### config.mk
export PLATFORM = sky130hd
export DESIGN_NAME = hit_timestamp_fifo
export DESIGN_NICKNAME = d
export VERILOG_FILES = /design/src/rtl/hit_timestamp_fifo.sv
export SDC_FILE = /design/constraint.sdc
export NUM_CORES = 1
export LEC_CHECK = 0
export ABC_AREA = 1
export BUFFER_PORTS_ARGS = -buffer_cell sky130_fd_sc_hd__buf_4
export CORE_ASPECT_RATIO = 1.75
export CORE_MARGIN = 5
export CORE_UTILIZATION = 45
export CTS_CLUSTER_DIAMETER = 80
export CTS_CLUSTER_SIZE = 40
export DETAILED_ROUTE_END_ITERATION = 16
export GPL_TIMING_DRIVEN = 0
export PLACE_DENSITY = 0.66
export REMOVE_ABC_BUFFERS = 1
export SLEW_MARGIN = 40
export SYNTH_ARGS = -nofsm -noshare
export SYNTH_HDL_FRONTEND = slang
export SYNTH_SLANG_ARGS = --single-unit
### constraint.sdc
create_clock -name clk_50 -period 3.6 [get_ports clk_50]
set_input_delay 0.54 -clock clk_50 [delete_from_list [all_inputs] [get_ports clk_50]]
set_output_delay 0.54 -clock clk_50 [all_outputs]
set_load 0.1 [all_outputs]
### src/rtl/hit_timestamp_fifo.sv
// Hit timestamping front end: synchronises discriminator hits, tags edges with a 24-bit time
// counter and queues {mask, timestamp} words in a show-ahead FIFO. Optional TIMESTAMP_WRAP_MARKER_EN.
module hit_timestamp_fifo #(
  parameter int N_CH       = 8,
  parameter int DEPTH_LOG2 = 4
) (
  input  logic            clk_50,
  input  logic            rst,
  input  logic            rst_time,
  input  logic            enable_acq,
  input  logic [N_CH-1:0] hit_in,
  input  logic            rd_en,
  output logic [31:0]     fifo_data,
  output logic            fifo_empty,
  output logic            fifo_full,
  output logic [15:0]     overflow_cnt,
  output logic [23:0]     time_cnt
);

  localparam int                DEPTH   = 1 << DEPTH_LOG2;
  localparam logic [DEPTH_LOG2:0] PTR_ONE = 1;

  logic [N_CH-1:0] sync1, sync2, sync3;
  logic [N_CH-1:0] hit_edge;
  logic [7:0]      hit_mask;
  logic            hit_wr;
  logic            wrap_now;
  logic            wr_req;
  logic [31:0]     wr_data;
  logic            do_pop;
  logic            do_push;
  logic            drop;

  logic [31:0]         mem [DEPTH];
  logic [DEPTH_LOG2:0] wr_ptr, rd_ptr;

  // sync1/sync2 resolve metastability; sync3 holds the previous settled level for edge detection.
  // NOTE: sequential state uses non-blocking assignments so every flop samples pre-edge values.
  always_ff @(posedge clk_50 or posedge rst) begin
    if (rst) begin
      sync1 <= '0;
      sync2 <= '0;
      sync3 <= '0;
    end else begin
      sync1 <= hit_in;
      sync2 <= sync1;
      sync3 <= sync2;
    end
  end

  assign hit_edge = sync2 & ~sync3;
  assign hit_mask = 8'(hit_edge);
  assign hit_wr   = enable_acq & (|hit_edge);
  assign wrap_now = enable_acq & ~rst_time & (time_cnt == 24'hFF_FFFF);

  always_ff @(posedge clk_50 or posedge rst) begin
    if (rst) begin
      time_cnt <= '0;
    end else if (rst_time) begin
      time_cnt <= '0;
    end else if (enable_acq) begin
      time_cnt <= time_cnt + 24'd1;
    end
  end

`ifdef TIMESTAMP_WRAP_MARKER_EN
  logic [23:0] wrap_cnt;
  logic        marker_pend;
  logic        marker_req;

  assign marker_req = wrap_now | marker_pend;

  // A hit word owns the write port; a colliding marker waits one cycle in marker_pend.
  always_comb begin
    wr_req  = hit_wr | marker_req;
    wr_data = {hit_mask, time_cnt};
    if (!hit_wr && marker_req) begin
      wr_data = {8'h00, (wrap_now ? wrap_cnt + 24'd1 : wrap_cnt)};
    end
  end

  always_ff @(posedge clk_50 or posedge rst) begin
    if (rst) begin
      wrap_cnt    <= '0;
      marker_pend <= 1'b0;
    end else if (rst_time) begin
      wrap_cnt    <= '0;
      marker_pend <= 1'b0;
    end else begin
      if (wrap_now) begin
        wrap_cnt <= wrap_cnt + 24'd1;
      end
      marker_pend <= hit_wr & marker_req;
    end
  end
`else
  always_comb begin
    wr_req  = hit_wr;
    wr_data = {hit_mask, time_cnt};
  end
`endif

  // Pointers carry one extra bit so full and empty are distinguishable with equal indices.
  assign fifo_empty = (wr_ptr == rd_ptr);
  assign fifo_full  = (wr_ptr[DEPTH_LOG2] != rd_ptr[DEPTH_LOG2]) &&
                      (wr_ptr[DEPTH_LOG2-1:0] == rd_ptr[DEPTH_LOG2-1:0]);
  assign fifo_data  = mem[rd_ptr[DEPTH_LOG2-1:0]];

  // A pop frees the head slot in the same edge, so a full FIFO can still accept a write.
  assign do_pop  = rd_en & ~fifo_empty;
  assign do_push = wr_req & (~fifo_full | do_pop);
  assign drop    = wr_req & fifo_full & ~do_pop;

  always_ff @(posedge clk_50 or posedge rst) begin
    if (rst) begin
      wr_ptr <= '0;
      rd_ptr <= '0;
    end else begin
      if (do_push) begin
        wr_ptr <= wr_ptr + PTR_ONE;
      end
      if (do_pop) begin
        rd_ptr <= rd_ptr + PTR_ONE;
      end
    end
  end

  // NOTE: storage is not reset; clearing the pointers is enough to make old words unreachable.
  always_ff @(posedge clk_50) begin
    if (do_push) begin
      mem[wr_ptr[DEPTH_LOG2-1:0]] <= wr_data;
    end
  end

  always_ff @(posedge clk_50 or posedge rst) begin
    if (rst) begin
      overflow_cnt <= '0;
    end else if (rst_time) begin
      overflow_cnt <= '0;
    end else if (drop && (overflow_cnt != 16'hFFFF)) begin
      overflow_cnt <= overflow_cnt + 16'd1;
    end
  end

endmodule

==> results of run 1 <==
[power by group through the flow]
stage | clock [µW] | sequential, µW | combinational, µW
5_1_grt | 3270 | 8150 | 10700
2_1_floorplan | 0 | 8590 | 6120
3_5_place_dp | 0 | 8310 | 9570
4_1_cts | 3030 | 8100 | 10000
6_report | 2970 | 8110 | 10100
3_3_place_gp | 0 | 8790 | 7100
[final cells by class]
class | count | area [µm²] | area share (%)
clock buffer | 29 | 513 | 1.92
clock inverter | 4 | 58.8 | 0.220
inverter | 73 | 320 | 1.20
multi-input combinational | 1127 | 5600 | 20.9
sequential | 586 | 17200 | 64.4
tap | 672 | 841 | 3.14
timing repair buffer | 149 | 2200 | 8.21
timing repair inverter | 1 | 8.76 | 0.0327
[logic make-up (layout without fill, tap and decap cells)]
| logic type | after synthesis | in the layout | share of synthesized area [%] |
|---|---|---|---|
| AND/OR/NAND/NOR | 673 | 673 | 11.9 |
| flip-flops | 586 | 586 | 73.5 |
| AO/OA/AOI/OAI | 432 | 432 | 10.5 |
| buffers and inverters | 181 | 256 | 3.12 |
| XOR/XNOR | 15 | 15 | 0.561 |
| adder cells (fa/ha/maj) | 7 | 7 | 0.374 |
[layout by cell type, fill, tap and decap left out, types with 2 or more instances in the layout]
cell         n
edfxtp_1   512
nor2_1     331
o21ai_0    279
nand2_1    189
nand3_1     93
buf_4       79
dfrtp_1     71
inv_1       65
o22ai_1     64
buf_16      40
o221ai_1    39
o211ai_1    26
nand4_1     24
nor2_4      19
clkbuf_16   19
a21oi_1     15
xor2_1      11
clkbuf_1    10
buf_8        9
buf_6        9
buf_12       8
nor3_1       7
ha_1         7
o21ai_1      5
xnor2_1      4
nor2_2       4
inv_16       3
bufbuf_16    3
dfrtp_4      3
inv_6        2
nand3b_1     2
inv_2        2
nand3_4      2
inv_8        2
[registers in the layout (all words and copies together), names as in the netlist]
name and flops:
wr_ptr 5, sync2 8, mem 512, time_cnt 24, overflow_cnt 16, sync3 8, rd_ptr 5, sync1 8
[metal layers]
| layer | vias up | GRT usage [%] |
|---|---|---|
| li1 | 6972 | - |
| met1 | 7920 | 25.0 |
| met2 | 569 | 37.5 |
| met3 | 133 | 2.95 |
| met4 | 0 | 8.84 |
| met5 | - | 0 |
[how the worst max path moves through the flow]
| stage | from | to | slack [ns] | cells past startpoint |
|---|---|---|---|---|
| 2_1_floorplan | rd_ptr[0] | fifo_data[10] | -5.26 | 5 |
| 3_3_place_gp | rd_ptr[0] | mem[8][21] | -12.50 | 9 |
| 3_5_place_dp | rd_ptr[1] | mem[12][23] | -0.13 | 13 |
| 4_1_cts | rd_ptr[0] | fifo_data[5] | 0.08 | 9 |
| 5_1_grt | rd_ptr[0] | fifo_data[23] | -0.01 | 9 |
| 6_report | rd_ptr[0] | fifo_data[6] | 0.11 | 9 |
[timing repair]
action	in CTS	in global routing
pin swaps	1	2
setup endpoints to repair	79	39
hold endpoints to repair	35	0
hold buffers	1	0
resized for setup	11	11
setup buffers	3	3
cloned	5	0
[through the flow]
stage | power, µW | setup slack [ns] | util, % | TNS [ns]
after floorplan | 14700 | -5.26 | - | -2837.20
after global placement | 15900 | -12.50 | 47.5 | -7033.59
after detailed placement | 17900 | -0.133 | 50.4 | -4.22
after CTS | 21200 | 0.0750 | 51.9 | 0
after global routing | 22100 | -0.0137 | 52.0 | -0.0145
final | 21200 | 0.108 | 52.0 | 0
==> flow_summary_export.csv, run 1 <==
group,metric,value,unit
placed_design,gp_congestion,0.874,
route,route.detailed.drc,0,
route,drt_iter0_markers,1511,
clocking,cts_buffers,19,
setup_path,path_cells,"buf_16 -> inv_16 -> buf_16 -> buf_16 -> o21ai_0 -> o221ai_1 -> nand3_1 -> nand3_1 -> buf_8",
job,cap_violations,0,
final_layout,drive_gt1_share,10.7,%
sta,slew-limit-headroom,41.1,%
setup_path,worst_path_most_repeated_cell,"buf_16",
sta,whs,0.0724,ns
min_path,hold_end,"sync1[0]",
synth,yosysWarnings,0,
synth,synth_top_cell_area_share,65.6,%
global_routing,grt_use_total,20.9,%
route,num_vias,15600,
synth,synth_cell_types,33,
floorplanning,start_util,45.5,%
global_routing,overflow,0,
setup_path,end_kind,"primary output",
setup_path,crit-reg2reg-launch,"rd_ptr[2]",
sta,timing.fmax,0.286,GHz
final_layout,nFillCells,4280,
route,drtAntennaViolNets,0,
floorplanning,die_w,182,µm
final_layout,nNetsFinal,1977,
global_routing,antenna_found_initial,1,
sta,final-max-slew-violation-count,0,
clocking,cts_tree,"built",
final_layout,finalInstanceArea,26800,µm²
sta,worst_pin_slew,0.884,ns
route,firstDrtPassIters,6,
synth,synth_area_leaders,"edfxtp_1 (66%), dfrtp_1 (7.9%), o21ai_0 (6.0%)",
placed_design,placed_area,25900,µm²
min_path,hold_depth,1,
synth,synth_top_area_cell,"edfxtp_1",
synth,synth_area_per_cell,12.4,µm²
synth,syn_area,23400,µm²
setup_path,cp.buffers_inverters,5,
power_and_ir_drop,power_density,791,nW/µm²
placed_design,placed_cells,2596,
clocking,clockBufferDepth,3,
setup_path,r2r_slack,0.24,ns
route,top_layer,"met4",
power_and_ir_drop,switching_share,45.1,%
power_and_ir_drop,p_comb_share,47.7,%
final_layout,num_antenna_cells,0,
floorplanning,chipHeight,312,µm
synth,synthArstFlopShare,12.6,%
sta,hold_viol,0,
setup_path,crit_slowest_cell,"dfrtp_4",
floorplanning,die-area,56900,µm²
floorplanning,core-area,51500,µm²
global_routing,first_global_vias,15900,
clocking,clk_latency,0.57,ns
sta,post-route-period-util,97.0,%
setup_path,worstRegToRegCells,11,
min_path,hp-class,"in2reg",
route,wl,60600,µm
clocking,root_buffer,"clkbuf_16",
sta,fin_skew,0.0372,ns
power_and_ir_drop,ir_drop,0.551,mV
synth,yosys-top-cells-count,"edfxtp_1 (512), nor2_1 (349), o21ai_0 (279), nand2_1 (189), nand3_1 (94)",
placed_design,port_buffers,86,
synth,synth_edf_count,512,
setup_path,cpPeakStageDelay,0.56,ns
synth,ys_seq_area_share,73.5,%
route,drt-met1-wl,22800,µm
power_and_ir_drop,clkPwrFrac,14.0,%
global_routing,grt_max_degree,57,
setup_path,worstSetupPathType,"reg2out",
setup_path,worst_ep_arrival_time,2.95,ns
synth,synth_flop_cell,"edfxtp_1",
min_path,min_from,"hit_in[0]",
synth,ys_ff_latch,586,
power_and_ir_drop,seqPwrFrac,38.3,%
synth,yosysMostFrequentCell,"edfxtp_1",
floorplanning,pin_count,87,
sta,setup_viol,0,
power_and_ir_drop,leakagePower,0.00937,µW
sta,period_needed,3.49,ns
setup_path,worstPathRequired,3.06,ns
final_layout,final_cells,2641,
setup_path,rr_endpoint,"mem[6][28]",
power_and_ir_drop,switching_power,9550,µW
floorplanning,rows,110,
placed_design,hpwl,37600,µm
route,wl_per_cell,23.0,µm
setup_path,path_delay_family,"buffers and inverters",
setup_path,worstPathMaxFanout,50,
route,route.met3.wl,3610,µm
setup_path,start_kind,"flop",
route,wl_met2,31900,µm
status,status,"finished, final reports clean",
synth,netlist_instances,1894,
clocking,clk_pin_slew,0.15,ns
final_layout,syn_to_final_growth,14.3,%
route,avgViaCountPerCell,5.90,
global_routing,grt_pass1_wl,92200,µm
power_and_ir_drop,p_int,11600,µW
clocking,clock-sinks,586,
clocking,h-tree-depth,1,
(Power assumes the default switching activity.)
==> run 2, diff against run 1 <==
--- a/config.mk
+++ b/config.mk
@@ -14,7 +14,7 @@
 export CTS_CLUSTER_SIZE = 40
 export DETAILED_ROUTE_END_ITERATION = 16
 export GPL_TIMING_DRIVEN = 0
-export PLACE_DENSITY = 0.66
+export PLACE_DENSITY = 0.62
 export REMOVE_ABC_BUFFERS = 1
 export SLEW_MARGIN = 40
 export SYNTH_ARGS = -nofsm -noshare
==> flow_summary_export.csv, run 2 (synthesized netlist as in run 1, its figures left out) <==
group,metric,value,unit
status,status,"finished, final reports clean",
sta,rsz0062_at_grt,"false",
final_layout,largest_reg_flops,512,
sta,setup_slack,0.158,ns
floorplanning,pin_count,87,
sta,slew-limit-headroom,49.5,%
global_routing,grt_pass1_wl,90300,µm
setup_path,worstSetupPathType,"reg2out",
final_layout,syn_to_final_growth,13.5,%
route,num_vias,15300,
route,wl_per_cell,22.4,µm
clocking,cts_buffers,19,
final_layout,finalInstanceArea,26600,µm²
min_path,hp-class,"in2reg",
global_routing,grt_max_degree,61,
final_layout,final_cell_mix,"edfxtp_1 (512), nor2_1 (331), o21ai_0 (279), nand2_1 (189), nand3_1 (94)",
power_and_ir_drop,power_density,788,nW/µm²
placed_design,hpwl,36300,µm
setup_path,worstPathRequired,3.06,ns
placed_design,gp_congestion,0.886,
setup_path,rr_endpoint,"mem[6][28]",
clocking,clockBufferDepth,3,
sta,hold_viol,0,
sta,final-max-slew-violation-count,0,
setup_path,worst_path_most_repeated_cell,"nand3_1",
final_layout,nNetsFinal,1971,
min_path,min_from,"hit_in[1]",
floorplanning,core-area,51500,µm²
floorplanning,die-area,56900,µm²
global_routing,grt_use_total,20.4,%
setup_path,r2r_slack,0.20,ns
global_routing,antenna_found_initial,0,
sta,finalSetupTns,0,ns
placed_design,placed_area,25800,µm²
route,route.detailed.drc,0,
placed_design,dp_slack,-0.0348,ns
clocking,cts_tree,"built",
setup_path,crit_slowest_cell,"dfrtp_4",
sta,post-route-period-util,95.6,%
clocking,clock-sinks,586,
placed_design,port_buffers,86,
final_layout,final_common_cell,"edfxtp_1",
sta,setup_viol,0,
setup_path,worst_ep_arrival_time,2.90,ns
floorplanning,start_util,45.5,%
setup_path,crit-reg2reg-launch,"rd_ptr[2]",
sta,worst_pin_slew,0.758,ns
setup_path,worstRegToRegCells,11,
floorplanning,die_w,182,µm
sta,timing.fmax,0.291,GHz
sta,period_needed,3.44,ns
setup_path,crit_end,"fifo_data[3]",
route,drtAntennaViolNets,0,
final_layout,drive_gt1_share,10.5,%
job,cap_violations,0,
setup_path,startpoint,"rd_ptr[1]",
clocking,h-tree-depth,1,
setup_path,cpPeakStageDelay,0.65,ns
setup_path,start_kind,"flop",
global_routing,overflow,0,
global_routing,first_global_vias,15300,
clocking,root_buffer,"clkbuf_16",
power_and_ir_drop,report.power.total,21000,µW
power_and_ir_drop,leakagePower,0.00928,µW
clocking,clk_latency,0.59,ns
route,avgViaCountPerCell,5.81,
route,firstDrtPassIters,6,
route,wl,59200,µm
floorplanning,chipHeight,312,µm
clocking,clk_pin_slew,0.14,ns
setup_path,path_cells,"buf_12 -> inv_8 -> buf_16 -> o21ai_0 -> o221ai_1 -> nand3_1 -> nand3_1 -> buf_4",
sta,fin_skew,0.0398,ns
setup_path,end_kind,"primary output",
final_layout,num_antenna_cells,0,
setup_path,worstPathMaxFanout,43,
power_and_ir_drop,ir_drop,0.580,mV
floorplanning,rows,110,
route,drt_iter0_markers,1410,
## run 2: changes by cell type in the layout (fill, tap and decap cells not counted), sizes merged
cell / delta
buf: -4
inv: -2
bufbuf: -1
clkinv: +1
clkinvlp: +1
## run 2: what timing repair did
| item | in CTS | in global routing |
|---|---|---|
| endpoints found under the hold margin | 33 | 0 |
| setup endpoints to repair | 42 | 16 |
| hold buffers | 1 | 0 |
| gates resized for setup | 5 | 1 |
| gates cloned | 3 | 0 |
| buffers inserted | 2 | 1 |
## run 2: cell type report
type	instances	area [µm²]
fillers	4330	24900
flip-flops and latches	586	17200
multi-input cells	1127	5600
repair buffers	144	2020
well taps	672	841
clock buffers	29	514
inverters	73	308
clock inverters	5	68.8
## run 2: worst max-delay path, delay by kind of cell, from the launching register on
family          cells  cell delay (ns)
buf+inv             4             1.01
flops               1             0.65
simple gates        2             0.33
compound gates      2             0.30
## run 2: worst min-delay path by stage
stage,to,depth (start not counted),slack [ns]
final,sync1[1],1,0.05
after global routing,sync1[1],1,0.02
after global placement,sync2[0],0,0.34
after detailed placement,sync2[0],0,0.34
after CTS,sync1[1],1,0.02
after floorplan,sync2[0],0,0.33
## run 2: through the flow
step                cells  utilization (%)  hold slack [ns]
floorplan            1786                -            0.331
global placement     2544             47.5            0.336
detailed placement   2595             50.2            0.336
CTS                  2635             51.6           0.0246
global route         2636             51.7           0.0190
finish               2636             51.7           0.0497
## run 2: power breakdown
group          internal, µW  total (µW)  switching, µW
sequential             7880        8130            250
combinational          2560        9780           7220
clock                  1060        3040           1980
## run 2: metal layers
| layer | GRT usage, % | up-vias | wire (µm) |
|---|---|---|---|
| met1 | 26.3 | 7720 | 23100 |
| met3 | 2.57 | 108 | 3560 |
| met2 | 36.0 | 535 | 30900 |
| met5 | 0 | - | 0 |
| met4 | 6.04 | 0 | 1630 |
| li1 | - | 6944 | - |
==> run 3, diff against run 2 <==
--- a/config.mk
+++ b/config.mk
@@ -9,12 +9,13 @@
 export BUFFER_PORTS_ARGS = -buffer_cell sky130_fd_sc_hd__buf_4
 export CORE_ASPECT_RATIO = 1.75
 export CORE_MARGIN = 5
-export CORE_UTILIZATION = 45
+export CORE_UTILIZATION = 61
+export CTS_BUF_LIST = sky130_fd_sc_hd__clkbuf_16
 export CTS_CLUSTER_DIAMETER = 80
 export CTS_CLUSTER_SIZE = 40
 export DETAILED_ROUTE_END_ITERATION = 16
 export GPL_TIMING_DRIVEN = 0
-export PLACE_DENSITY = 0.62
+export PLACE_DENSITY = 0.8
 export REMOVE_ABC_BUFFERS = 1
 export SLEW_MARGIN = 40
 export SYNTH_ARGS = -nofsm -noshare
==> flow_summary_export.csv, run 3 (synthesized netlist as in run 1, its figures left out) <==
group,metric,value,unit
setup_path,rr_endpoint,"mem[2][1]",
setup_path,path_delay_family,"buffers and inverters",
sta,hold_viol,0,
sta,final-max-slew-violation-count,0,
setup_path,cp.buffers_inverters,4,
clocking,clockBufferDepth,3,
sta,post-route-period-util,98.1,%
sta,finalSetupTns,0,ns
setup_path,crit_end,"fifo_data[3]",
placed_design,gp_congestion,0.875,
placed_design,port_buffers,86,
setup_path,worst_ep_arrival_time,2.99,ns
final_layout,multi_input_area,5600,µm²
route,wl_per_cell,24.8,µm
floorplanning,die_w,158,µm
global_routing,grt_pass1_wl,91000,µm
setup_path,worstRegToRegCells,12,
route,num_vias,16300,
setup_path,r2r_slack,0.29,ns
sta,period_needed,3.53,ns
placed_design,placed_cells,2412,
route,route.detailed.drc,0,
power_and_ir_drop,ir_drop,0.640,mV
setup_path,worstPathRequired,3.06,ns
placed_design,hpwl,36800,µm
global_routing,antenna_found_initial,0,
route,wl,60900,µm
clocking,clock-sinks,586,
sta,rsz0062_at_grt,"false",
setup_path,cpPeakStageDelay,0.67,ns
final_layout,final_common_cell,"edfxtp_1",
floorplanning,start_util,61.4,%
final_layout,seqCellArea,17200,µm²
power_and_ir_drop,power_density,801,nW/µm²
floorplanning,chipHeight,269,µm
setup_path,path_cells,"buf_12 -> inv_8 -> buf_16 -> o21ai_0 -> o221ai_1 -> nand3_1 -> nand3_1 -> buf_4",
setup_path,crit-reg2reg-launch,"rd_ptr[1]",
final_layout,final_cell_mix,"edfxtp_1 (512), nor2_1 (331), o21ai_0 (279), nand2_1 (189), nand3_1 (94)",
global_routing,grt_max_degree,59,
sta,worst_pin_slew,0.848,ns
final_layout,largest_reg_flops,512,
clocking,root_buffer,"clkbuf_16",
final_layout,syn_to_final_growth,12.9,%
clocking,cts_buffers,18,
global_routing,grt_use_total,28.0,%
setup_path,crit_slowest_cell,"dfrtp_4",
final_layout,num_antenna_cells,0,
floorplanning,pin_count,87,
route,drtAntennaViolNets,0,
sta,slew-limit-headroom,43.5,%
setup_path,end_kind,"primary output",
job,cap_violations,0,
global_routing,overflow,0,
floorplanning,die-area,42600,µm²
clocking,clk_pin_slew,0.14,ns
global_routing,first_global_vias,16200,
setup_path,worstSetupPathType,"reg2out",
sta,fin_skew,0.0336,ns
power_and_ir_drop,leakagePower,0.00937,µW
clocking,h-tree-depth,1,
power_and_ir_drop,report.power.total,21200,µW
final_layout,drive_gt1_share,10.6,%
sta,timing.fmax,0.283,GHz
setup_path,cp.depth,8,
setup_path,startpoint,"rd_ptr[1]",
min_path,hp-class,"in2reg",
clocking,clk_latency,0.59,ns
final_layout,nFillCells,2379,
status,status,"finished, final reports clean",
final_layout,final_cells,2454,
setup_path,worst_path_most_repeated_cell,"nand3_1",
floorplanning,rows,95,
setup_path,worstPathMaxFanout,48,
route,avgViaCountPerCell,6.63,
floorplanning,core-area,38200,µm²
final_layout,nNetsFinal,1977,
min_path,min_from,"hit_in[3]",
setup_path,start_kind,"flop",
clocking,cts_tree,"built",
route,drt_iter0_markers,2194,
route,firstDrtPassIters,6,
sta,setup_viol,0,
## run 3: changes by cell type in the layout (fill, tap and decap cells not counted), moves of 2 or more
cell,previous run,this run
clkbuf_1,9,0
buf_16,34,32
buf_6,3,13
inv_8,1,3
buf_8,11,15
inv_1,65,76
buf_4,84,76
inv_16,2,0
bufbuf_16,2,4
## run 3: what timing repair did
action                                 4_1_cts  5_1_grt
buffers inserted                             1        2
cloned                                       6        1
endpoints found under the hold margin       27        0
resized for setup                           14        7
setup endpoints to repair                   23       29
pin swaps                                    1        1
hold buffers                                 1        0
## run 3: cell type report
type,count,share of cell area [%]
sequential,586,65.2
tap,485,2.29
inverter,73,1.21
multi-input combinational,1127,21.2
clock inverter,13,0.227
clock buffer,19,1.80
timing repair inverter,2,0.0757
timing repair buffer,149,8.03
## run 3: worst register-to-register path: stages, from the launching register on
cell and delay [ns]:
dfrtp_4 0.67, buf_12 0.30, inv_8 0.26, nand2_1 0.11, nand2_1 0.14, nor2_4 0.07
nand3_4 0.11, nor2_8 0.09, nor2_4 0.21, nand2_1 0.28, nor2_4 0.44, buf_16 0.22
buf_16 0.17
## run 3: worst min path at each step
| stage | to | slack (ns) | cells after the start |
|---|---|---|---|
| 2_1_floorplan | sync2[0] | 0.33 | 0 |
| 3_3_place_gp | sync2[2] | 0.33 | 0 |
| 3_5_place_dp | sync2[6] | 0.33 | 0 |
| 4_1_cts | sync1[2] | 0.05 | 1 |
| 5_1_grt | sync1[6] | 0.04 | 1 |
| 6_report | sync1[3] | 0.05 | 1 |
## run 3: routing by layer
metal  GRT usage [%]  wire [µm]
met1            34.2      19900
met2            48.5      31800
met3            4.06       5830
met4            13.6       3450
met5               0          0
## run 3: per-stage QoR
step	hold slack [ns]	area, µm²	worst slack, ns	util [%]
after detailed placement	0.335	25600	-0.0118	67.2
after global placement	0.333	24200	-11.86	63.5
final	0.0549	26400	0.0702	69.3
after CTS	0.0487	26400	-0.0370	69.2
after floorplan	0.331	23000	-5.26	-
after global routing	0.0393	26400	0.0169	69.3
## run 3: power breakdown
group | switching (µW) | internal, µW
logic | 7390 | 2720
registers | 302 | 7880
clock network | 1890 | 990
total | 9580 | 11600
